<file path="src/rtl/mem_bus_arbiter.sv">
// Two-requester round-robin arbiter for the shared ROM/RAM/IO bus.
// It decodes the region, counts per-region wait states and returns a one-cycle ack.
module mem_bus_arbiter #(
  parameter int ROM_WAIT = 0,
  parameter int RAM_WAIT = 1,
  parameter int IO_WAIT  = 2
) (
  input  logic        clk,
  input  logic        rst,
  input  logic        req0,
  input  logic        we0,
  input  logic [31:0] addr0,
  input  logic [31:0] wdata0,
  output logic        ack0,
  output logic        err0,
  output logic [31:0] rdata0,
  input  logic        req1,
  input  logic        we1,
  input  logic [31:0] addr1,
  input  logic [31:0] wdata1,
  output logic        ack1,
  output logic        err1,
  output logic [31:0] rdata1,
  output logic [31:0] mem_addr,
  output logic [31:0] mem_wdata,
  output logic        mem_re,
  output logic        mem_we,
  output logic        rom_nce,
  output logic        ram_nce,
  output logic        io_nce,
  input  logic [31:0] mem_rdata,
  output logic        busy
);

  typedef enum logic [1:0] {IDLE, ACCESS, DONE} state_t;

  state_t      state;
  logic        last_grant;
  logic        grant;
  logic        cur_we;
  logic [3:0]  cnt;

  logic        pick;
  logic        pick_we;
  logic [31:0] pick_addr;
  logic [31:0] pick_wdata;
  logic [2:0]  pick_region;
  logic        pick_ok;
  logic [3:0]  pick_wait;

  // Candidate grant and its region decode; only consumed while IDLE.
  always_comb begin
    pick = 1'b0;
    if (req0 && req1)
      pick = ~last_grant;
    else if (req1)
      pick = 1'b1;
    pick_we     = pick ? we1 : we0;
    pick_addr   = pick ? addr1 : addr0;
    pick_wdata  = pick ? wdata1 : wdata0;
    pick_region = pick_addr[15:13];
    pick_ok     = 1'b0;
    pick_wait   = 4'd0;
    case (pick_region)
      3'd0: begin
        pick_ok   = ~pick_we;
        pick_wait = 4'(ROM_WAIT);
      end
      3'd1: begin
        pick_ok   = 1'b1;
        pick_wait = 4'(RAM_WAIT);
      end
      3'd2: begin
        pick_ok   = pick_we;
        pick_wait = 4'(IO_WAIT);
      end
      default: ;
    endcase
  end

  always_ff @(posedge clk) begin
    if (rst) begin
      state      <= IDLE;
      last_grant <= 1'b1;
      grant      <= 1'b0;
      cur_we     <= 1'b0;
      cnt        <= 4'd0;
      ack0       <= 1'b0;
      ack1       <= 1'b0;
      err0       <= 1'b0;
      err1       <= 1'b0;
      rdata0     <= 32'd0;
      rdata1     <= 32'd0;
      mem_addr   <= 32'd0;
      mem_wdata  <= 32'd0;
      mem_re     <= 1'b0;
      mem_we     <= 1'b0;
      rom_nce    <= 1'b1;
      ram_nce    <= 1'b1;
      io_nce     <= 1'b1;
    end else begin
      ack0 <= 1'b0;
      ack1 <= 1'b0;
      err0 <= 1'b0;
      err1 <= 1'b0;
      case (state)
        IDLE: begin
          if (req0 || req1) begin
            grant      <= pick;
            last_grant <= pick;
            mem_addr   <= pick_addr;
            mem_wdata  <= pick_wdata;
            cur_we     <= pick_we;
            if (pick_ok) begin
              state   <= ACCESS;
              cnt     <= pick_wait;
              mem_re  <= ~pick_we;
              mem_we  <= pick_we;
              rom_nce <= (pick_region != 3'd0);
              ram_nce <= (pick_region != 3'd1);
              io_nce  <= (pick_region != 3'd2);
            end else begin
              // Illegal access: no bus cycle, acknowledge with error straight away.
              state <= DONE;
              if (pick) begin
                ack1 <= 1'b1;
                err1 <= 1'b1;
                if (!pick_we) rdata1 <= 32'd0;
              end else begin
                ack0 <= 1'b1;
                err0 <= 1'b1;
                if (!pick_we) rdata0 <= 32'd0;
              end
            end
          end
        end
        ACCESS: begin
          if (cnt == 4'd0) begin
            state   <= DONE;
            mem_re  <= 1'b0;
            mem_we  <= 1'b0;
            rom_nce <= 1'b1;
            ram_nce <= 1'b1;
            io_nce  <= 1'b1;
            if (grant) begin
              ack1 <= 1'b1;
              if (!cur_we) rdata1 <= mem_rdata;
            end else begin
              ack0 <= 1'b1;
              if (!cur_we) rdata0 <= mem_rdata;
            end
          end else begin
            cnt <= cnt - 4'd1;
          end
        end
        DONE:    state <= IDLE;
        default: state <= IDLE;
      endcase
    end
  end

  assign busy = (state != IDLE);

endmodule

</file>
<file path="config.mk">
export PLATFORM = sky130hd
export DESIGN_NAME = mem_bus_arbiter
export DESIGN_NICKNAME = d
export VERILOG_FILES = /design/src/rtl/mem_bus_arbiter.sv
export SDC_FILE = /design/constraint.sdc
export NUM_CORES = 1
export LEC_CHECK = 0
export ABC_AREA = 1
export CORE_MARGIN = 3
export CORE_UTILIZATION = 42
export DETAILED_ROUTE_END_ITERATION = 7
export PLACE_DENSITY = 0.78
export SYNTH_ARGS = -nofsm -noshare
export SYNTH_HDL_FRONTEND = slang
export SYNTH_SLANG_ARGS = --single-unit
</file>
<file path="constraint.sdc">
create_clock -name clk -period 2.6 [get_ports clk]
set_input_delay 0.78 -clock clk [delete_from_list [all_inputs] [get_ports clk]]
set_output_delay 0.78 -clock clk [all_outputs]
set_load 0.05 [all_outputs]
</file>
==> results.md, run 1 <==
- The flow ran to the end, and the final reports show no timing, DRC or antenna violations.
- Of the synthesized area, sequential elements account for 0.443.
- The critical path is of the reg -> out type.
- The count of nets left with antenna violations once routing finished came out at 0.
- The share of total power dissipated in combinational logic is 0.483.
- The die span in x is about 130 microns.
- The Yosys warning count is 0.
- The fraction of power consumed by sequential logic is 0.295.
- Dividing the detail-routed via count by the number of cells gives 4.84.
- The number of antenna violations at the first check in global routing is 0.
- After floorplanning, the core was sized to cover 0.0153 sq mm.
- Of the cells placed in the final design, the portion with a size suffix greater than 1 is 0.0623.
- The routed layout has 7,238 vias.
- The internal power component is 5.69 mW.
- The count of cells in the finished layout, fillers not included, comes to 1,496.
- For the worst setup path, the data required time is 1820 ps.
- For the final routed database, the setup TNS stands at 0 ps.
- Clock latency on the worst-skew pair, taken at its later pin, is 410 ps.
- Data arrives at the worst endpoint at between 1500 and 2000 ps.
- Measured against its own limit, the worst slew margin works out to 0.470.
- The last weighted congestion value of the routability-driven placer is ~0.87.
- The number of gates resized after cts is 0.
- The area added between synthesis and finish is 59.8%.
- The critical path goes through clkdlybuf4s50_1.
- The number of global-route vias before repair is 6,810.
- The max-cap check violation count is 0.
- The number of iterations in the first detailed-routing pass is 5.
- Setup repair after global routing left no endpoint under its margin.
- The final period demand of the worst path is roughly 2400 ps.
- The first routing iteration left 603 violations.
- Once placement completed, the tool counted placed cells totaling 1,467.
- The power density over cell area is 943 mW/mm^2.
- Of all nets on the critical path, the largest fanout is 2.
- A synthesized cell averages roughly 6.7 sq um.
- For the pin with the worst max-slew slack, the measured transition is around 800 ps.
- The number of nets in the final layout is 1,443.
- The kind of start point of the critical path is a flop.
- For this run, the total global-route usage over all layers was measured as 0.248.
- The DRC violation count after routing is 0.
- CTS saw between 100 and 150 sinks.
- The pre-CTS setup slack is -111 ps.
- The share of total power dissipated in the clock network is 0.221.
- Wires add up to 22.1 mm.
- The analysis attributes to net switching a power of 4.25 mW.
- The peak supply drop is 550 uV.
- The H-tree was split into 4 levels.
- The number of cells produced by synthesis is 987.
- The worst setup skew after layout is 11.2 ps.
- The setup check on the worst reg-to-reg path leaves a slack of roughly 700 ps.
- The TritonCTS clock tree is yes.
- Of the post-synthesis cell area, the dominant cell type holds 0.443.
- The post-synthesis instance area is 0.00659 sq mm.
- The maximum clock insertion buffer count is 2.
- The worst setup slack after layout is 195 ps.
- The achievable clock frequency is 416 MHz.
- The floorplan die area is 0.0172 sq mm.
- Summed over all layers, the global routing overflow is 0.
- The effective utilization at floorplan is 0.432.
- After synthesis the netlist holds a flip-flop and latch count of 146.
- The largest total area in the synthesized netlist belongs to dfxtp_1.
- The path class of the tightest hold or removal check is reg -> reg.
- Buffers placed on the I/O ports in this run total between 300 and 400.
- The number of hold-slack violations in the final timing report is 0.
- The row count is 45.
- In this run the count of I/O pins placed on the die edge is 304.
- The maximum cell stage delay along the critical path is 880 ps.
- The global-route wire length before repair is 34.8 mm.
- The final standard cell area without fillers is 0.0105 sq mm.
- The critical path capture point type is an output port.
- Synthesis instantiated 27 different standard cells from the library.
- In this run the static leakage power is 4.53 nW.
- Counting the buffers created by CTS gives 17.
- After legalization and detailed placement, the total HPWL measured 15.8 mm.
- The standard cell area after detailed placement is about 0.010 sq mm.
- The number of nets in the synthesized netlist is 1,155.
- The number of slew-limit violations in the final report is 0.
- The count of buffers added by post-CTS timing repair for setup is 0.
- Broken down by cell family, the worst path's largest delay share belongs to buffers and inverters.
- From bottom edge to top edge, the die measures 131 microns.
- The proportion of total power due to net switching is 0.428.
- The detailed-route wire length per cell is 14.8 microns.
- Setup violations remaining at the end of the flow were counted as 0.
- The number of antenna diodes is 0.
- The largest individual stage delay along the critical path comes from the cell clkdlybuf4s50_1.
- Sorting the synthesized cells by area gives the leading types as dfxtp_1 (44%), nand2_1 (18%), inv_1 (7.4%).
- After clock tree synthesis, the clock-pin slew on the worst setup and hold paths is 50 ps.
- The tree is rooted in a clkbuf_16.
- The count of hold buffers inserted by post-cts repair is 0.
- The share of the cycle needed by the critical path after routing is 0.925.
- Entering global routing, the biggest net connects 75 pins.
- The number of buffers and inverters on the critical path is 1.
[synth_stat cells]
cell	number
nand2_2	1
xnor2_1	2
buf_6	1
a21oi_2	1
ha_1	2
buf_4	2
dfxtp_1	146
nand2_1	310
buf_2	11
buf_1	5
clkbuf_1	50
nand3_2	1
inv_1	130
a21oi_1	12
inv_2	10
o21ai_1	4
nor2_2	1
o211ai_1	2
a31oi_1	61
o21ai_0	7
nand4_1	52
nand3_1	81
a211oi_1	1
nor2_1	90
nand4_2	1
nand3b_1	2
nor3_1	1
[layer usage]
metal / wire, microns / GRT usage / vias up
li1: - / - / 3699
met1: 8850 / 0.292 / 3207
met2: 10500 / 0.405 / 299
met3: 2280 / 0.110 / 33
met4: 497 / 0.0840 / 0
met5: 0 / 0 / -
[power groups by stage]
| stage | clock [mW] | sequential (mW) | combinational, mW |
|---|---|---|---|
| 2_1_floorplan | 0 | 4.41 | 1.65 |
| 3_3_place_gp | 0 | 2.96 | 4.76 |
| 3_5_place_dp | 0 | 2.97 | 4.79 |
| 4_1_cts | 2.24 | 2.93 | 4.82 |
| 5_1_grt | 2.32 | 2.98 | 5.18 |
| 6_report | 2.20 | 2.93 | 4.80 |
[sequential cells by signal, summed over array words and instances, names as in the netlist, 2 cells and up]
| signal | cells |
|---|---|
| mem_addr | 32 |
| mem_wdata | 32 |
| rdata0 | 32 |
| rdata1 | 32 |
| cnt | 4 |
| state | 2 |
[path summary, 6_finish.rpt]
check                                  start      endpoint  depth (start not counted)
worst min-delay path                 ram_nce       ram_nce                          2
worst max-delay path            mem_addr[13]  mem_addr[13]                          1
worst max register to register      state[1]    rdata0[23]                          8
worst min register to register       ram_nce       ram_nce                          2
[cell usage in the layout (no fill, tap or decap), drive strengths merged]
master and instances:
nand2 311, clkdlybuf4s50 301, dfxtp 146, inv 140, nor2 91, nand3 82
a31oi 61, nand4 53, buf 37, clkbuf 23, a21oi 13, o21ai 11
clkinv 3, nand3b 2, xnor2 2, o211ai 2, ha 2, clkinvlp 2
a211oi 1, nor3 1, bufinv 1
[tightest hold or removal path, stage by stage, from the launching register on]
cell and delay (ps):
dfxtp_1 320, nand2_1 50, nand3_1 50
[cell type report]
cell class              count  area (sq um)
fillers                  1297          4720
well taps                 211           264
inverters                 140           526
clock inverters             6          60.1
clock buffers              23           458
flip-flops and latches    146          2920
multi-input cells         632          2900
repair buffers            338          3410
[cell families (layout without fill, tap and decap cells)]
logic type               Yosys count  in the layout  synth area share
AND/OR/NAND/NOR                  540            540             0.347
adder cells (fa/ha/maj)            2              2           0.00379
flip-flops                       146            146             0.443
AO/OA/AOI/OAI                     88             88            0.0801
buffers and inverters            209            507             0.123
XOR/XNOR                           2              2           0.00266
[per-stage QoR]
step / hold WS (ps) / utilization / power (mW)
after global routing: 501 / 0.691 / 10.5
after CTS: 464 / 0.691 / 10.0
after detailed placement: 449 / 0.657 / 7.76
after global placement: 442 / 0.657 / 7.73
final: 456 / 0.691 / 9.93
after floorplan: 446 / - / 6.06
Power figures use the tool's default switching activity.
==> run 2, diff against run 1 <==
--- a/config.mk
+++ b/config.mk
@@ -6,10 +6,11 @@
 export NUM_CORES = 1
 export LEC_CHECK = 0
 export ABC_AREA = 1
-export CORE_MARGIN = 3
-export CORE_UTILIZATION = 42
+export CORE_AREA = 3 3 116 118
 export DETAILED_ROUTE_END_ITERATION = 7
-export PLACE_DENSITY = 0.78
+export DIE_AREA = 0 0 119 121
+export DONT_BUFFER_PORTS = 1
+export PLACE_DENSITY = 0.64
 export SYNTH_ARGS = -nofsm -noshare
 export SYNTH_HDL_FRONTEND = slang
 export SYNTH_SLANG_ARGS = --single-unit
==> results.md, run 2 (synthesis results as in run 1) <==
- The worst slew slack as a fraction of its limit is 0.567.
- The number of global-route vias before repair is 5,935.
- IR analysis of the VDD net gives a maximum drop of ~560 uV.
- The detailed router finished its first iteration with 630 violations.
- The switching power total is 4.10 mW.
- The internal power component is just over 5 mW.
- The power density over cell area is 1240 mW/mm^2.
- The kind of start point of the critical path is a flop.
- In the layout the commonest cells are nand2_1 (310), dfxtp_1 (146), inv_1 (130).
- Based on the critical path, the design can be clocked at up to 480 MHz.
- Setup violations remaining at the end of the flow were counted as 0.
- For the final routed database, the setup TNS stands at 0 ps.
- Row generation in the floorplan step produced just over 40 rows.
- CTS saw 146 sinks.
- The number of instances in the placed design is 1,106.
- In the routed layout, each cell is associated on average with a via count of approximately 5.5.
- In this run the standard cell core region covers 0.0126 sq mm.
- Gates resized during post-CTS repair numbered 0.
- At the end of routability-driven placement, the weighted congestion stood at about 0.92.
- The worst setup skew after layout is around 6.3 ps.
- The static leakage is 3.33 nW.
- The run finished with clean final reports.
- The worst path needs 2080 ps of the cycle, external delays included.
- The flop-to-flop setup slack is 580 ps.
- The residual antenna-violating net count after detailed routing is 0.
- The number of antenna violations at the first check in global routing is 0.
- The floorplan die area is 0.0144 sq mm.
- In the global route stage, overall resource usage came out at 0.262.
- The worst setup path is captured at an output port.
- The fraction of power consumed by sequential logic is 0.492.
- The number of hold-slack violations in the final timing report was 0.
- The total area of multi-input combinational cells is slightly below 0.003 sq mm.
- The critical path is of the reg -> out type.
- The quantity of I/O buffers inserted on ports is 0.
- Of the available clock period, the critical path in the final layout requires 0.800.
- The count of buffers added by post-CTS timing repair for setup is 0.
- Fill cells in the final layout number 1,213.
- The total I/O pin count is 304.
- The proportion of layout cells with a drive suffix above 1 is 0.0673.
- The library cell used most frequently in the layout, excluding fill and tap cells, is nand2_1.
- The number of iterations in the first detailed-routing pass is 5.
- The final-layout worst hold slack is between 400 and 500 ps.
- The number of non-filler instances in the completed layout is 1,138.
- Data on the critical path is required at its endpoint by 1820 ps.
- The number of nets in the final layout is 1,121.
- The clock buffer count from CTS is 17.
- The repair_antennas step left the layout with diodes totalling 0.
- The effective utilization at floorplan is 0.525.
- The first global-routing pass estimated slightly above 30 mm of wire.
- The part of the total power dissipated in the clock network is 0.283.
- Measured along the x axis, the die boundary spans 119 microns.
- The height of the chip is 121 microns.
- Data arrives at the worst endpoint at 1300 ps.
- The DRC violation count after routing is 0.
- The detailed-route wire length per cell is 17.0 microns.
- The H-tree was split into 4 levels.
- After clock tree synthesis, the clock-pin slew on the worst setup and hold paths is 60 ps.
- Clock latency on the worst-skew pair, taken at its later pin, is 410 ps.
- The type of the most critical hold path is in -> reg.
- The area added between synthesis and finish is 12.0%.
- The number of hold buffers added after CTS was 0.
- The detailed router placed ~6,200 vias in this run.
- TritonCTS built the clock tree.
- The proportion of total power due to net switching is 0.448.
- The slew at the pin closest to its max-slew limit is 649 ps.
- The area occupied by registers is slightly below 0.003 sq mm.
- The routed design has 19.4 mm of wire.
- The proportion of power drawn by combinational gates is 0.225.
- The wire-length estimate of the detail-placed layout is 13.8 mm.
- Along the worst path, the maximum fanout reaches 8.
- Setup repair after global routing left no endpoint under its margin.
- The pin count of the biggest net entering global routing is 76.
- The tool flagged a number of max-cap violations equal to 0.
- The number of slew-limit violations in the final report was 0.
- The clock root buffer is clkbuf_16.
- Summed over all layers, the global routing overflow is 0.
- The maximum clock insertion buffer count is 2.
-- run 2: cell count changes in the layout (fill, tap and decap cells not counted), sizes merged --
cell           before  now
bufinv              1    4
clkinv              3    4
clkdlybuf4s50     301    0
buf                37   16
clkbuf             23   22
-- run 2: worst paths after layout --
| path | startpoint | to | cells after the start |
|---|---|---|---|
| min | rst | mem_addr[6] | 1 |
| min reg2reg | last_grant | last_grant | 2 |
| max reg2reg | last_grant | ram_nce | 8 |
| max | state[1] | busy | 3 |
-- run 2: layer usage --
metal / routed length [microns] / up-vias / global-route usage / part of all wire
li1: - / 3065 / - / -
met5: 0 / - / 0 / 0
met2: 9290 / 301 / 0.429 / 0.48
met1: 7600 / 2814 / 0.312 / 0.39
met3: 1830 / 52 / 0.0937 / 0.094
met4: 687 / 0 / 0.112 / 0.035
-- run 2: per-stage QoR --
stage               area, sq um  setup WS, ps  utilization  power [mW]
global placement           6750           307        0.537        6.53
global route               7380           342        0.587        9.67
CTS                        7380           493        0.587        9.19
detailed placement         6750           158        0.537        6.59
finish                     7380           519        0.587        9.16
floorplan                  6590           456            -        6.06
-- run 2: layout make-up --
class | count | share of cell area
flip-flops and latches | 146 | 0.396
multi-input cells | 632 | 0.392
inverters | 140 | 0.0712
clock buffers | 22 | 0.0642
well taps | 172 | 0.0291
repair buffers | 16 | 0.0264
clock inverters | 10 | 0.0210
-- run 2: power by group through the flow --
stage | registers, mW | logic, mW | clock network [mW]
after floorplan | 4.41 | 1.65 | 0
after detailed placement | 4.55 | 2.05 | 0
after global placement | 4.55 | 1.98 | 0
after CTS | 4.51 | 2.06 | 2.63
final | 4.50 | 2.06 | 2.59
after global routing | 4.54 | 2.40 | 2.73
-- run 2: worst max-delay path, stage by stage, from the launching register on --
cell     delay, ps
dfxtp_1        340
nor2_4         250
inv_1           90
buf_4          200
==> run 3, diff against run 2 <==
--- a/config.mk
+++ b/config.mk
@@ -6,11 +6,11 @@
 export NUM_CORES = 1
 export LEC_CHECK = 0
 export ABC_AREA = 1
-export CORE_AREA = 3 3 116 118
+export CORE_AREA = 3 3 115 117
 export DETAILED_ROUTE_END_ITERATION = 7
-export DIE_AREA = 0 0 119 121
+export DIE_AREA = 0 0 118 120
 export DONT_BUFFER_PORTS = 1
-export PLACE_DENSITY = 0.64
+export PLACE_DENSITY = 0.68
 export SYNTH_ARGS = -nofsm -noshare
 export SYNTH_HDL_FRONTEND = slang
 export SYNTH_SLANG_ARGS = --single-unit
==> constraint.sdc (replaced) <==
create_clock -name clk -period 1.74 [get_ports clk]
set_input_delay 0.522 -clock clk [delete_from_list [all_inputs] [get_ports clk]]
set_output_delay 0.522 -clock clk [all_outputs]
set_load 0.05 [all_outputs]
==> results.md, run 3 (synthesis results as in run 1) <==
- The run finished with clean final reports.
- At the later pin of the worst-skew pair, clock insertion delay measures 430 ps.
- The worst setup skew after layout is 6.96 ps.
- The maximum fanout along the worst path is 10.
- The global-route usage over all layers is 0.259.
- Across all layers, the routed design uses roughly 6,200 vias.
- The area added between synthesis and finish is 20.6%.
- The first detailed-routing pass ran for 5 iterations.
- The max-cap check violation count is 0.
- The peak supply drop is 902 uV.
- The floorplan die area is 0.0142 sq mm.
- The starting DRC count in detailed routing is 577.
- After global routing the overflow that remains totals 0.
- The deepest level of the CTS H-tree is 4.
- The detailed-route wire length per cell is between 15 and 20 microns.
- The flop-to-flop setup slack is between 20 and 25 ps.
- The clock input transition at the sequential cells of the worst setup and hold paths is around 60 ps.
- The worst register-to-register path ends at rdata1[7].
- Fill cells in the final layout number 1,131.
- The DRC violation count after routing is 0.
- The sink of the worst hold path is cnt[0].
- The worst path needs 1720 ps of the cycle, external delays included.
- The global-route wire length before repair is 29.6 mm.
- Dividing the final minimum period by the clock period gives 0.986.
- The number of nets in the final layout is approximately 1,200.
- The commonest non-fill, non-tap cell in the layout is nand2_1.
- In the layout the commonest cells are nand2_1 (300), dfxtp_1 (142), inv_1 (130).
- The number of endpoints failing setup at the final stage is 0.
- The worst slew slack as a fraction of its limit is 0.612.
- Prior to clock tree synthesis, the placed netlist has a worst setup slack of -129 ps.
- The count of hold buffers inserted by post-cts repair is 0.
- The number of hold-slack violations in the final timing report is 0.
- The number of global-route vias before repair is about 5,600.
- 304 I/O pins were placed.
- The longest clock path from root to sink contains 2 buffers.
- The startpoint of the most critical register-to-register path is last_grant.
- The TritonCTS clock tree is yes.
- Tracing the worst setup path back leads to its startpoint at last_grant.
- The kind of start point of the critical path is a flop.
- The number of cells traversed by the worst hold path is 1.
- The area of the placeable core is 0.0125 sq mm.
- The worst setup path is of the reg -> reg kind.
- The row count is 41.
- The number of antenna diodes is 0.
- The tightest min-delay check is of the in -> reg type.
- The residual antenna-violating net count after detailed routing is 0.
- The proportion of layout cells with a drive suffix above 1 is 0.122.
- The clock buffer count from CTS is 17.
- The number of antenna violations at the first check in global routing is 2.
- Static timing analysis puts the maximum clock frequency at 583 MHz.
- Measured along the y axis, the die boundary spans 120 microns.
- The sink count of the clock tree is 146.
- The congestion estimate from routability-driven global placement came to roughly 0.81.
- Entering global routing, the biggest net connects between 70 and 80 pins.
- For this design the ratio of total power to cell area is about 1800 mW/mm^2.
- The die span in x is 118 microns.
- The via density per instance is 5.29.
- STA classifies the critical path endpoint as a flop.
- For this configuration, the core starts out at a cell density of 0.529.
- The clock root buffer is clkbuf_16.
- The slew at the pin closest to its max-slew limit is 581 ps.
- STA puts the critical path data arrival time at 2070 ps.
- The cell depth of the worst flop-to-flop path is 11.
- Buffers placed on the I/O ports in this run total 0.
- Setup repair after global routing could not meet its margin everywhere.
- The number of slew-limit violations in the final report is 0.
- Measured on the finished design, the core utilization comes to 0.638.
- Detailed placement finished with a half-perimeter wire length of 13.1 mm.
- In this run the static leakage power is 3.60 nW.
- The final layout contains routed wiring with a total length of 20.0 mm.
- The startpoint of the worst hold path is rst.
- The data required time of the worst path is 2090 ps.
- Hold is met by 166 ps.
- The worst setup slack after layout is around 25 ps.
==> run 3: where the power goes <==
part	internal, mW	leakage, nW	switching (mW)	total, mW
combinational	1.44	2.09	2.24	3.68
sequential	4.02	1.20	2.68	6.70
clock	2.58	0.309	1.43	4.02
total	8.04	3.60	6.35	14.4
==> run 3: per-stage QoR <==
stage / instance area [sq um] / instances / TNS (ps) / power (mW)
2_1_floorplan: 6640 / 987 / 0 / 9.09
3_3_place_gp: 6980 / 1128 / -1900 / 9.97
3_5_place_dp: 6980 / 1128 / -5230 / 10.0
4_1_cts: 7640 / 1161 / 0 / 14.1
5_1_grt: 7950 / 1177 / -503 / 15.1
6_report: 7950 / 1177 / 0 / 14.4
==> run 3: worst max-delay path, stage by stage (launching register included) <==
cell and delay, ps:
dfxtp_2 350, nand2_4 80, nand2_8 100, nand2_1 80, nand2_2 100, nand3_2 130
nand4_4 150, nand3_4 190, buf_6 210, nand2_1 80, inv_1 60, nor2_1 120
==> run 3: repair_timing <==
action	in CTS	in global routing
pin swaps	1	6
resized for setup	0	25
gates cloned	0	7
hold endpoints to repair	0	0
setup buffers	1	9
setup endpoints to repair	1	74
==> run 3: cell type report <==
cell class	count	area, sq um	area share
multi-input combinational	632	3010	0.378
sequential	146	2930	0.368
timing repair buffer	55	619	0.0779
inverter	140	531	0.0667
clock buffer	19	443	0.0557
tap	172	215	0.0271
clock inverter	13	209	0.0263
==> run 3: worst max path at each step <==
stage                             to  slack [ps]
after floorplan            rdata0[1]           6
after global placement     rdata1[3]         -70
after detailed placement  rdata1[23]        -130
after CTS                 rdata1[23]          10
after global routing       rdata1[7]         -60
final                      rdata1[7]          20
==> run 3: layer usage <==
metal | track usage | vias to the layer above | wire (microns)
met5 | 0 | - | 27
li1 | - | 3140 | -
met3 | 0.104 | 32 | 1890
met4 | 0.0806 | 4 | 399
met1 | 0.327 | 2778 | 7880
met2 | 0.408 | 270 | 9800
